[config.mk]
export PLATFORM = sky130hd
export DESIGN_NAME = scan_bist_ctrl
export DESIGN_NICKNAME = d
export VERILOG_FILES = /design/src/rtl/scan_bist_ctrl.sv
export SDC_FILE = /design/constraint.sdc
export NUM_CORES = 1
export LEC_CHECK = 0
export CORE_MARGIN = 3
export CORE_UTILIZATION = 30
export DETAILED_ROUTE_END_ITERATION = 6
export DONT_BUFFER_PORTS = 1
export PLACE_DENSITY = 0.48
export SLEW_MARGIN = 0
export SYNTH_ARGS = -nofsm -noshare
export SYNTH_HDL_FRONTEND = slang
export SYNTH_SLANG_ARGS = --single-unit
[constraint.sdc]
create_clock -name clk -period 3.25 [get_ports clk]
set_clock_uncertainty 0.1 [all_clocks]
set_input_delay 0.65 -clock clk [delete_from_list [all_inputs] [get_ports clk]]
set_output_delay 0.65 -clock clk [all_outputs]
set_load 0.02 [all_outputs]
[src/rtl/scan_bist_ctrl.sv]
// scan_bist_ctrl: on-chip scan tester with LFSR pattern source
// and serial MISR response compactor.
module scan_bist_ctrl #(
  parameter int          CHAIN_LEN    = 64,
  parameter int          NUM_PATTERNS = 16,
  parameter logic [15:0] LFSR_SEED    = 16'hACE1
) (
  input  logic        clk,
  input  logic        reset,
  input  logic        start,
  input  logic [15:0] expected_sig,
  input  logic        scan_so,
  output logic        scan_si,
  output logic        scan_en,
  output logic        test_mode,
  output logic        busy,
  output logic        done,
  output logic        pass,
  output logic [15:0] signature
);

  localparam int BW = (CHAIN_LEN > 1) ? $clog2(CHAIN_LEN) : 1;
  localparam int PW = $clog2(NUM_PATTERNS + 1);

  localparam logic [BW-1:0] BIT_LAST = BW'(CHAIN_LEN - 1);
  localparam logic [PW-1:0] PAT_NUM  = PW'(NUM_PATTERNS);

  localparam logic [2:0] S_IDLE    = 3'd0;
  localparam logic [2:0] S_SETUP   = 3'd1;
  localparam logic [2:0] S_SHIFT   = 3'd2;
  localparam logic [2:0] S_CAPTURE = 3'd3;
  localparam logic [2:0] S_UNLOAD  = 3'd4;
  localparam logic [2:0] S_DONE    = 3'd5;

  logic [2:0]    r_state;
  logic [15:0]   r_lfsr;
  logic [15:0]   r_misr;
  logic [BW-1:0] r_bit;
  logic [PW-1:0] r_pat;
  logic          r_si;
  logic          r_en;
  logic          r_tm;
  logic          r_busy;
  logic          r_done;
  logic          r_pass;
  logic [15:0]   r_sig;

  logic [15:0]   w_lfsr_nxt;
  logic [15:0]   w_misr_nxt;
  logic [15:0]   w_misr_upd;
  logic          w_compact;
  logic          w_bit_last;
  logic [PW-1:0] w_pat_inc;

  assign w_lfsr_nxt = {r_lfsr[14:0],
    r_lfsr[15] ^ r_lfsr[13] ^ r_lfsr[12] ^ r_lfsr[10]};

  assign w_misr_nxt = {r_misr[14:0],
    r_misr[15] ^ r_misr[13] ^ r_misr[12] ^ r_misr[10] ^ scan_so};

  // First load returns the chain's unknown reset contents: skip it.
  assign w_compact = ((r_state == S_SHIFT) && (r_pat != '0))
                   || (r_state == S_UNLOAD);

  assign w_misr_upd = w_compact ? w_misr_nxt : r_misr;
  assign w_bit_last = (r_bit == BIT_LAST);
  assign w_pat_inc  = r_pat + 1'b1;

  // Sequencer: outputs are registered for the state being entered.
  always_ff @(posedge clk or posedge reset) begin
    if (reset) begin
      r_state <= S_IDLE;
      r_lfsr  <= LFSR_SEED;
      r_misr  <= '0;
      r_bit   <= '0;
      r_pat   <= '0;
      r_si    <= 1'b0;
      r_en    <= 1'b0;
      r_tm    <= 1'b0;
      r_busy  <= 1'b0;
      r_done  <= 1'b0;
      r_pass  <= 1'b0;
      r_sig   <= '0;
    end else begin
      r_misr <= w_misr_upd;
      unique case (r_state)
        S_IDLE, S_DONE: begin
          if (start) begin
            r_state <= S_SETUP;
            r_done  <= 1'b0;
            r_pass  <= 1'b0;
            r_busy  <= 1'b1;
            r_tm    <= 1'b1;
            r_lfsr  <= LFSR_SEED;
            r_misr  <= '0;
            r_pat   <= '0;
            r_en    <= 1'b0;
            r_si    <= 1'b0;
          end
        end
        S_SETUP: begin
          r_state <= S_SHIFT;
          r_bit   <= '0;
          r_en    <= 1'b1;
          r_si    <= r_lfsr[0];
          r_lfsr  <= w_lfsr_nxt;
        end
        S_SHIFT: begin
          if (w_bit_last) begin
            r_state <= S_CAPTURE;
            r_en    <= 1'b0;
            r_si    <= 1'b0;
          end else begin
            r_bit  <= r_bit + 1'b1;
            r_si   <= r_lfsr[0];
            r_lfsr <= w_lfsr_nxt;
          end
        end
        S_CAPTURE: begin
          r_pat <= w_pat_inc;
          r_bit <= '0;
          r_en  <= 1'b1;
          if (w_pat_inc == PAT_NUM) begin
            r_state <= S_UNLOAD;
            r_si    <= 1'b0;
          end else begin
            r_state <= S_SHIFT;
            r_si    <= r_lfsr[0];
            r_lfsr  <= w_lfsr_nxt;
          end
        end
        S_UNLOAD: begin
          if (w_bit_last) begin
            r_state <= S_DONE;
            r_en    <= 1'b0;
            r_busy  <= 1'b0;
            r_tm    <= 1'b0;
            r_done  <= 1'b1;
            r_sig   <= w_misr_upd;
            r_pass  <= (w_misr_upd == expected_sig);
          end else begin
            r_bit <= r_bit + 1'b1;
          end
        end
        default: r_state <= S_IDLE;
      endcase
    end
  end

  assign scan_si   = r_si;
  assign scan_en   = r_en;
  assign test_mode = r_tm;
  assign busy      = r_busy;
  assign done      = r_done;
  assign pass      = r_pass;
  assign signature = r_sig;

endmodule

==> results of run 1 <==
## layout make-up
class,instances,area share
clock buffer,9,0.05574
clock inverter,7,0.01239
inverter,20,0.01858
multi-input combinational,270,0.4274
sequential,67,0.4175
tap,143,0.04429
timing repair buffer,13,0.02416
## report_power, final
part	total [mW]	switching (mW)	leakage [nW]	internal, mW
clock	0.907	0.387	0.140	0.519
combinational	1.28	0.683	0.773	0.596
sequential	1.38	0.257	0.852	1.12
## cell usage after synthesis, drive strengths merged, types with 2 or more instances
cell type	instances	area (um2)
dfstp	8	210.2
nand3	12	60.06
mux2	5	56.30
clkbuf	11	41.29
nand2b	7	53.80
xor2	15	131.4
a31oi	2	12.51
nor4	2	12.51
nand2	45	176.4
ha	3	37.54
and2	2	12.51
o221ai	3	26.28
o21ai	26	130.1
nor2	43	161.4
mux2i	21	210.2
a311oi	2	23.77
nand4	3	18.77
o22ai	4	25.02
nor4b	5	58.80
a21o	3	22.52
a21oi	20	115.1
or3	2	12.51
xnor2	12	105.1
nor2b	4	25.02
o31ai	2	20.02
dfrtp	59	1476
buf	10	55.05
nor3	5	30.03
inv	20	75.07
## sequential cells by signal, summed over array words and instances, names as in the netlist, 3 cells and up
signal and flops:
r_bit 6, r_lfsr 16, r_state 3, signature 16, r_pat 5, r_misr 16
## logic make-up (layout without fill, tap and decap cells)
group / Yosys count / in the layout / synth area share
flops: 67 / 67 / 0.4705
buf+inv: 41 / 49 / 0.04782
xor+xnor: 27 / 27 / 0.06597
compound gates: 74 / 74 / 0.1337
simple gates: 139 / 139 / 0.1944
mux: 26 / 26 / 0.07434
fa+ha+maj: 4 / 4 / 0.01326
## stage by stage
step	worst slack (ns)	total power, mW
after floorplan	0.8301	2.405
after global placement	0.5947	2.660
after detailed placement	0.5420	2.680
after CTS	0.5036	3.615
after global routing	0.3404	3.832
final	0.5612	3.568
## final timing paths
kind                                  startpoint                      to  slack (ns)
setup / recovery            r_pat[0]$_DFFE_PP0P_        pass$_DFFE_PP0P_        0.56
hold / removal                             reset  r_state[1]$_DFFE_PP0P_        0.10
setup reg to reg            r_pat[0]$_DFFE_PP0P_        pass$_DFFE_PP0P_        0.56
hold reg to reg            r_lfsr[6]$_DFFE_PP1P_   r_lfsr[6]$_DFFE_PP1P_        0.37
max in group asynchronous                  reset        done$_DFFE_PP0P_        2.26
min in group clk           r_lfsr[6]$_DFFE_PP1P_   r_lfsr[6]$_DFFE_PP1P_        0.37
## critical path, delay by kind of cell, from the launching register on
kind / cells / cell delay, ns
AO/OA/AOI/OAI: 1 / 0.24
AND/OR/NAND/NOR: 4 / 1.07
flip-flops: 1 / 0.44
adder cells (fa/ha/maj): 1 / 0.15
XOR/XNOR: 1 / 0.13
buffers and inverters: 1 / 0.08
multiplexers: 1 / 0.39
## per-layer routing
layer  part of all wire  vias up  global-route usage
met1               0.49     1287              0.1819
met5                  0        -                   0
met4              0.023        0             0.07590
met3              0.042       11             0.03526
met2               0.44       29              0.1898
li1                   -     1307                   -
==> run_results.csv, run 1 <==
group,metric,value,unit
finish,drive_gt1_frac,0.1425,
finish,nets,404,
detailed_routing,vias_per_cell,4.979,
floorplanning,io_pins,42,
floorplanning,num_rows,39,
synth,yosysSeqAreaShare,0.4705,
clock_network,htree_levels,3,
worst_setup_path,critPathArrivalTime,2.84,ns
worst_setup_path,crit_required,3.40,ns
worst_setup_path,critPathCaptureType,"flip-flop",
clock_network,cts_made_buffers,9,
place,dpl-instance-area,3765,um2
finish,fillers,1157,
worst_setup_path,cp_slowest_cell,"or4b_4",
timing,setup_violations,0,
timing,period_needed,2.689,ns
timing,slew_viol_final,0,
clock_network,cts_tree,"yes",
worst_setup_path,path_max_fanout,7,
grt,grt_start_max_net_pins,36,
outcome,outcome,"completed",
clock_network,ctsResizeCount,0,
floorplanning,fp.dieH,115.3,um
floorplanning,die_w,115.3,um
detailed_routing,finalWirelength,8296,um
finish,final_cell_mix,"dfrtp_1 (59), nand2_1 (44), nor2_1 (43), o21ai_0 (26), mux2i_1 (21)",
detailed_routing,ant_nets,0,
grt,grt.overflow.total,0,
detailed_routing,firstDrtPassIters,4,
worst_setup_path,path_cells,"inv_1, ha_1, or4b_4, nand3_1, mux2i_1, xnor2_1, nor4_1, nand4_1, o31ai_2",
synth,synth_area,3585,um2
finish,layout_commonest_cell,"dfrtp_1",
clock_network,cts-root-buf,"clkbuf_16",
job,drv_cap,0,
timing,slew_headroom,0.5461,
clock_network,holdBufCountCts,0,
synth,async_flop_share,1.000,
pwr,p_leak,1.766,nW
timing,rsz0062_at_grt,"no",
worst_setup_path,critical_path_class,"flip-flop to flip-flop",
timing,fmax,371.9,MHz
clock_network,clk_pin_slew,0.06,ns
worst_setup_path,startpoint_type,"flip-flop",
grt,first_global_vias,2573,
finish,stdcell_area,4040,um2
clock_network,cts_post_setup_buffers_inserted,0,
synth,netlist_instances,378,
floorplanning,die_area,13300,um2
timing,whs,0.1036,ns
finish,area_growth,12.70,%
place,gp_congestion,0.8468,
timing,hold_viol_final,0,
finish,utilization,0.3493,
pwr,ir_drop,0.0002409,V
finish,diodes,0,
detailed_routing,dr_total_vias,2634,
place,dp_hpwl,5807,um
grt,antenna_found_initial,0,
worst_setup_path,max_stage_delay,0.48,ns
timing,final.setup.tns,0,ns
synth,postSynthAreaPerCell,9.483,um2
detailed_routing,wl_per_cell,15.68,um
synth,synth-seq-cells,67,
place,io_buffer_count,0,
synth,synth_fp_nets,401,
detailed_routing,drc,0,
finish,stdcell_count,529,
place,dp_cells,513,
synth,synth_cell_types,63,
grt,grt_use_total,0.1332,
timing,fin_crit_sh,0.8273,
pwr,power-per-cell-area,883.2,nW/um2
synth,yosys_warnings,0,
detailed_routing,drtIter0Drc,158,
timing,worstMarginPinSlew,0.6808,ns
clock_network,clockBufferDepth,2,
clock_network,clk_latency,0.34,ns
clock_network,clock_sinks,67,
grt,grt_pass1_wl,13660,um
worst_setup_path,rr_worst_depth,9,
synth,synth-edff-count,0,
synth,ys.flop_type,"dfrtp_1",
hold_path,min-delay-path-class,"input pin to async pin",
floorplanning,core,11560,um2
finish,register_area,1687,um2
floorplanning,initial_core_util,0.3100,
finish,multiInputGateArea,1727,um2
No activity file was read; power rests on OpenSTA's default activity.
==> run 2: changes to the inputs <==
- PLACE_DENSITY: 0.48 -> 0.49
- clock period: 3.25 -> 2.4 ns (I/O delays scaled with it)
==> run 2 against run 1 <==
Effect of this change:
- clock-buffer cell count increased by 2
- sequential share of layout area is 2.2 points lower
- register-to-register slack got worse by 0.53 ns
- first-iteration DRC count shrank 37%
- utilization is 2.0 points higher
- via count increased by 3.7%
- largest cell class unchanged
- largest power group is now combinational logic
==> run_results.csv, run 2 (synthesis gave the netlist of run 1 again) <==
group,metric,value,unit
hold_path,hold_end,"pass$_DFFE_PP0P_",
finish,area_growth,19.06,%
detailed_routing,vias_per_cell,4.939,
hold_path,hold_depth,3,
worst_setup_path,timing.rr.end,"pass$_DFFE_PP0P_",
clock_network,clock_sinks,67,
detailed_routing,dr_total_vias,2731,
detailed_routing,finalWirelength,8578,um
worst_setup_path,startpoint_type,"flip-flop",
detailed_routing,wl_per_cell,15.51,um
floorplanning,io_pins,42,
worst_setup_path,r2r_slack,0.03,ns
timing,hold_viol_final,0,
clock_network,clockBufferDepth,2,
finish,stdcell_area,4268,um2
place,gp_congestion,0.7806,
detailed_routing,firstDrtPassIters,4,
floorplanning,initial_core_util,0.3100,
pwr,ir_drop,0.0004015,V
hold_path,hold_start,"expected_sig[1]",
outcome,outcome,"completed",
grt,grt_pass1_wl,14120,um
clock_network,cts-root-buf,"clkbuf_16",
finish,drive_gt1_frac,0.2000,
worst_setup_path,max_stage_delay,0.51,ns
floorplanning,die_w,115.3,um
timing,setup_ws,0.02756,ns
finish,nets,428,
timing,setup_violations,0,
grt,grt.overflow.total,0,
worst_setup_path,critPathArrivalTime,2.52,ns
finish,stdcell_count,553,
clock_network,cts_made_buffers,9,
clock_network,htree_levels,3,
worst_setup_path,path_max_fanout,5,
floorplanning,fp.dieH,115.3,um
timing,fmax,421.5,MHz
worst_setup_path,critical_path_class,"flip-flop to flip-flop",
grt,grt_start_max_net_pins,54,
place,dpl-instance-area,3925,um2
timing,period_needed,2.372,ns
job,drv_cap,0,
timing,slew_viol_final,0,
timing,rsz0062_at_grt,"yes",
pwr,p_leak,1.866,nW
place,io_buffer_count,0,
grt,grt_use_total,0.1384,
clock_network,cts_tree,"yes",
grt,antenna_found_initial,0,
worst_setup_path,cp_slowest_cell,"or4b_4",
finish,fillers,1139,
floorplanning,num_rows,39,
floorplanning,core,11560,um2
clock_network,clk_pin_slew,0.05,ns
worst_setup_path,crit_required,2.55,ns
finish,final_cell_mix,"dfrtp_1 (58), nand2_1 (44), nor2_1 (43), buf_4 (34), o21ai_0 (26)",
detailed_routing,ant_nets,0,
finish,layout_commonest_cell,"dfrtp_1",
clock_network,clk_latency,0.34,ns
timing,worstMarginPinSlew,0.5441,ns
detailed_routing,drc,0,
place,dp_hpwl,5986,um
worst_setup_path,critPathCaptureType,"flip-flop",
worst_setup_path,rr_worst_depth,9,
detailed_routing,drtIter0Drc,99,
grt,first_global_vias,2699,
finish,diodes,0,
floorplanning,die_area,13300,um2
place,dp_slack,-0.1342,ns
worst_setup_path,path_cells,"inv_1, ha_1, or4b_4, nand2_4, a21oi_4, mux2i_1, xor2_1, nand4_1, o31ai_2",
place,dp_cells,532,
pwr,power-per-cell-area,1203,nW/um2
timing,fin_crit_sh,0.9885,
worst_setup_path,r2r-start,"r_pat[1]$_DFFE_PP0P_",
hold_path,min-delay-path-class,"input pin to flip-flop",
timing,slew_headroom,0.6348,
[run 2: area by class of cell]
| class | count | area, um2 | area share |
|---|---|---|---|
| inverters | 20 | 75.07 | 0.01759 |
| flip-flops and latches | 67 | 1688 | 0.3955 |
| well taps | 143 | 178.9 | 0.04192 |
| clock inverters | 5 | 30.03 | 0.007036 |
| repair buffers | 36 | 285.3 | 0.06684 |
| multi-input cells | 271 | 1768 | 0.4142 |
| clock buffers | 11 | 242.7 | 0.05687 |
[run 2: worst max-delay path by stage]
| stage | startpoint | endpoint | slack [ns] |
|---|---|---|---|
| 2_1_floorplan | r_pat[0]$_DFFE_PP0P_ | pass$_DFFE_PP0P_ | 0.04 |
| 3_5_place_dp | r_pat[1]$_DFFE_PP0P_ | pass$_DFFE_PP0P_ | -0.13 |
| 4_1_cts | r_pat[1]$_DFFE_PP0P_ | pass$_DFFE_PP0P_ | -0.01 |
| 5_1_grt | r_pat[1]$_DFFE_PP0P_ | pass$_DFFE_PP0P_ | -0.11 |
| 3_3_place_gp | r_pat[0]$_DFFE_PP0P_ | pass$_DFFE_PP0P_ | 0.03 |
| 6_report | r_pat[1]$_DFFE_PP0P_ | pass$_DFFE_PP0P_ | 0.03 |
[run 2: critical path: cells and delay by family, from the launching register on]
kind	cells	cell delay (ns)
AOI/OAI and AO/OA	2	0.31
and+or+nand+nor	3	0.82
xor gates and xnor gates	1	0.21
muxes	1	0.25
buffers and inverters	1	0.06
DFF	1	0.38
adders and majority gates	1	0.16
[run 2: timing repair]
action,in CTS,in global routing
gates resized for setup,4,2
hold endpoints to repair,9,0
buffers inserted,2,1
cloned,0,1
pin swaps,5,3
setup endpoints to repair,1,3
hold buffers,1,0
[run 2: power by group]
part           internal (mW)  switching, mW  leakage (nW)  total [mW]
combinational           1.03           1.04         0.884        2.07
clock                  0.721          0.493         0.131        1.21
sequential              1.53          0.321         0.851        1.85
[run 2: layer usage]
layer  GRT usage  vias up  wire length [um]
li1            -     1357                 -
met1      0.1890     1315              4244
met2      0.2006       49              3835
met3     0.04474       10               365
met4     0.06025        0               133
met5           0        -                 0
[run 2: metrics by stage]
step / total power, mW / hold WS [ns] / TNS [ns] / util
after floorplan: 3.263 / 0.3483 / 0 / -
after global placement: 3.786 / 0.2534 / 0 / 0.3394
after detailed placement: 3.816 / 0.2549 / -0.1342 / 0.3394
after CTS: 5.129 / 0.2694 / -0.01287 / 0.3668
after global routing: 5.513 / 0.2897 / -0.1091 / 0.3690
final: 5.136 / 0.2892 / 0 / 0.3690
==> run 3: changes to the inputs <==
- CTS_BUF_LIST: unset -> sky130_fd_sc_hd__clkbuf_16
- PLACE_DENSITY: 0.49 -> 0.48
- clock period: 2.4 -> 2.9 ns (I/O delays scaled with it)
==> run 3 against run 2 <==
Effect of this change:
- die area stayed put
- critical path depth unchanged
- clock power down 20%
- clock-buffer cell count is 2 lower
- non-clock buffer count decreased by 21
- combinational power down 30%
- routed wire length down 5.1%
- utilization decreased by 1.8 points
==> run_results.csv, run 3 (synthesis gave the netlist of run 1 again) <==
group,metric,value,unit
worst_setup_path,max_stage_delay,0.48,ns
timing,fin_crit_sh,0.9037,
place,gp_congestion,0.7817,
clock_network,cts_tree,"yes",
timing,slew_viol_final,0,
worst_setup_path,rr_worst_depth,9,
timing,fmax,381.6,MHz
clock_network,cts_post_setup_buffers_inserted,0,
floorplanning,num_rows,39,
worst_setup_path,path_max_fanout,7,
finish,fillers,1166,
detailed_routing,drtIter0Drc,150,
timing,worstMarginPinSlew,0.5855,ns
detailed_routing,drc,0,
detailed_routing,firstDrtPassIters,5,
worst_setup_path,cp_slowest_cell,"or4b_4",
timing,rsz0062_at_grt,"no",
worst_setup_path,critPathCaptureType,"flip-flop",
grt,grt_use_total,0.1324,
grt,grt.overflow.total,0,
outcome,outcome,"completed",
pwr,clkPwrFrac,0.244,
floorplanning,die_area,13300,um2
detailed_routing,wl_per_cell,15.32,um
finish,drive_gt1_frac,0.1392,
worst_setup_path,timing.rr.end,"pass$_DFFE_PP0P_",
floorplanning,die_w,115.3,um
hold_path,min-delay-path-class,"input pin to async pin",
detailed_routing,vias_per_cell,5.049,
clock_network,ctsResizeCount,0,
clock_network,clk_pin_slew,0.06,ns
pwr,p_sw,1.449,mW
floorplanning,core,11560,um2
clock_network,cts-root-buf,"clkbuf_16",
worst_setup_path,path_delay_family,"simple AND/OR/NAND/NOR gates",
pwr,power-per-cell-area,977.8,nW/um2
pwr,ir_drop,0.0002903,V
finish,final_cell_mix,"dfrtp_1 (59), nand2_1 (44), nor2_1 (43), o21ai_0 (26)",
grt,first_global_vias,2628,
finish,diodes,0,
worst_setup_path,path_cells,"inv_1, ha_1, or4b_4, nand3_1, mux2i_1, xnor2_1, nor4_1, nand4_1, o31ai_2",
clock_network,holdBufCountCts,0,
worst_setup_path,critPathArrivalTime,2.76,ns
detailed_routing,dr_total_vias,2681,
detailed_routing,ant_nets,0,
timing,whs,0.04010,ns
clock_network,clk_latency,0.33,ns
finish,nets,406,
place,io_buffer_count,0,
worst_setup_path,crit_required,3.04,ns
grt,grt_pass1_wl,13870,um
finish,area_growth,13.12,%
timing,final.setup.tns,0,ns
timing,setup_violations,0,
pwr,internal_power,2.516,mW
worst_setup_path,critical_path_class,"flip-flop to flip-flop",
worst_setup_path,r2r-start,"r_pat[0]$_DFFE_PP0P_",
floorplanning,io_pins,42,
detailed_routing,finalWirelength,8137,um
timing,slew_headroom,0.6070,
clock_network,htree_levels,3,
grt,antenna_found_initial,0,
pwr,p_comb_frac,0.366,
worst_setup_path,critPathBufInv,1,
clock_network,clockBufferDepth,2,
finish,layout_commonest_cell,"dfrtp_1",
pwr,seq_power_share,0.390,
clock_network,clock_sinks,67,
floorplanning,fp.dieH,115.3,um
worst_setup_path,startpoint_type,"flip-flop",
grt,grt_start_max_net_pins,49,
pwr,p_sw_frac,0.3654,
job,drv_cap,0,
clock_network,cts_made_buffers,9,
timing,period_needed,2.621,ns
worst_setup_path,r2r_slack,0.28,ns
place,dp_hpwl,5859,um
floorplanning,initial_core_util,0.3100,
timing,hold_viol_final,0,
pwr,p_leak,1.775,nW
## run 3: layout make-up
cell class / instances / area, um2 / share of cell area
Multi-Input combinational cell: 270 / 1727 / 0.4258
Sequential cell: 67 / 1687 / 0.4159
Clock buffer: 9 / 225.2 / 0.05554
Tap cell: 143 / 178.9 / 0.04412
Timing Repair Buffer: 15 / 125.1 / 0.03085
Inverter: 20 / 75.07 / 0.01851
Clock inverter: 7 / 37.54 / 0.009256
## run 3: power by group through the flow
stage | combinational [mW] | clock (mW) | sequential [mW]
5_1_grt | 1.64 | 1.04 | 1.59
6_report | 1.45 | 0.966 | 1.55
4_1_cts | 1.47 | 0.995 | 1.55
2_1_floorplan | 1.23 | 0 | 1.47
3_5_place_dp | 1.47 | 0 | 1.56
3_3_place_gp | 1.45 | 0 | 1.56
## run 3: per-layer routing
metal / GRT usage / wire length [um]
met5: 0 / 0
met4: 0.05477 / 140
met3: 0.02947 / 285
met2: 0.1917 / 3588
met1: 0.1905 / 4123
## run 3: how the worst max path moves through the flow
stage	start	endpoint	slack [ns]	depth (start not counted)
2_1_floorplan	r_pat[0]$_DFFE_PP0P_	pass$_DFFE_PP0P_	0.48	9
3_3_place_gp	r_pat[0]$_DFFE_PP0P_	pass$_DFFE_PP0P_	0.27	9
3_5_place_dp	r_pat[0]$_DFFE_PP0P_	pass$_DFFE_PP0P_	0.29	9
4_1_cts	r_pat[0]$_DFFE_PP0P_	pass$_DFFE_PP0P_	0.25	9
5_1_grt	r_pat[0]$_DFFE_PP0P_	pass$_DFFE_PP0P_	0.02	9
6_report	r_pat[0]$_DFFE_PP0P_	pass$_DFFE_PP0P_	0.28	9
## run 3: through the flow
step | area (um2) | total power, mW | cells | util | setup slack, ns
5_1_grt | 4055 | 4.276 | 531 | 0.3506 | 0.02009
3_3_place_gp | 3792 | 3.009 | 515 | 0.3279 | 0.2652
3_5_place_dp | 3792 | 3.029 | 515 | 0.3279 | 0.2914
6_report | 4055 | 3.965 | 531 | 0.3506 | 0.2793
4_1_cts | 4055 | 4.017 | 531 | 0.3506 | 0.2487
2_1_floorplan | 3585 | 2.695 | 378 | - | 0.4838
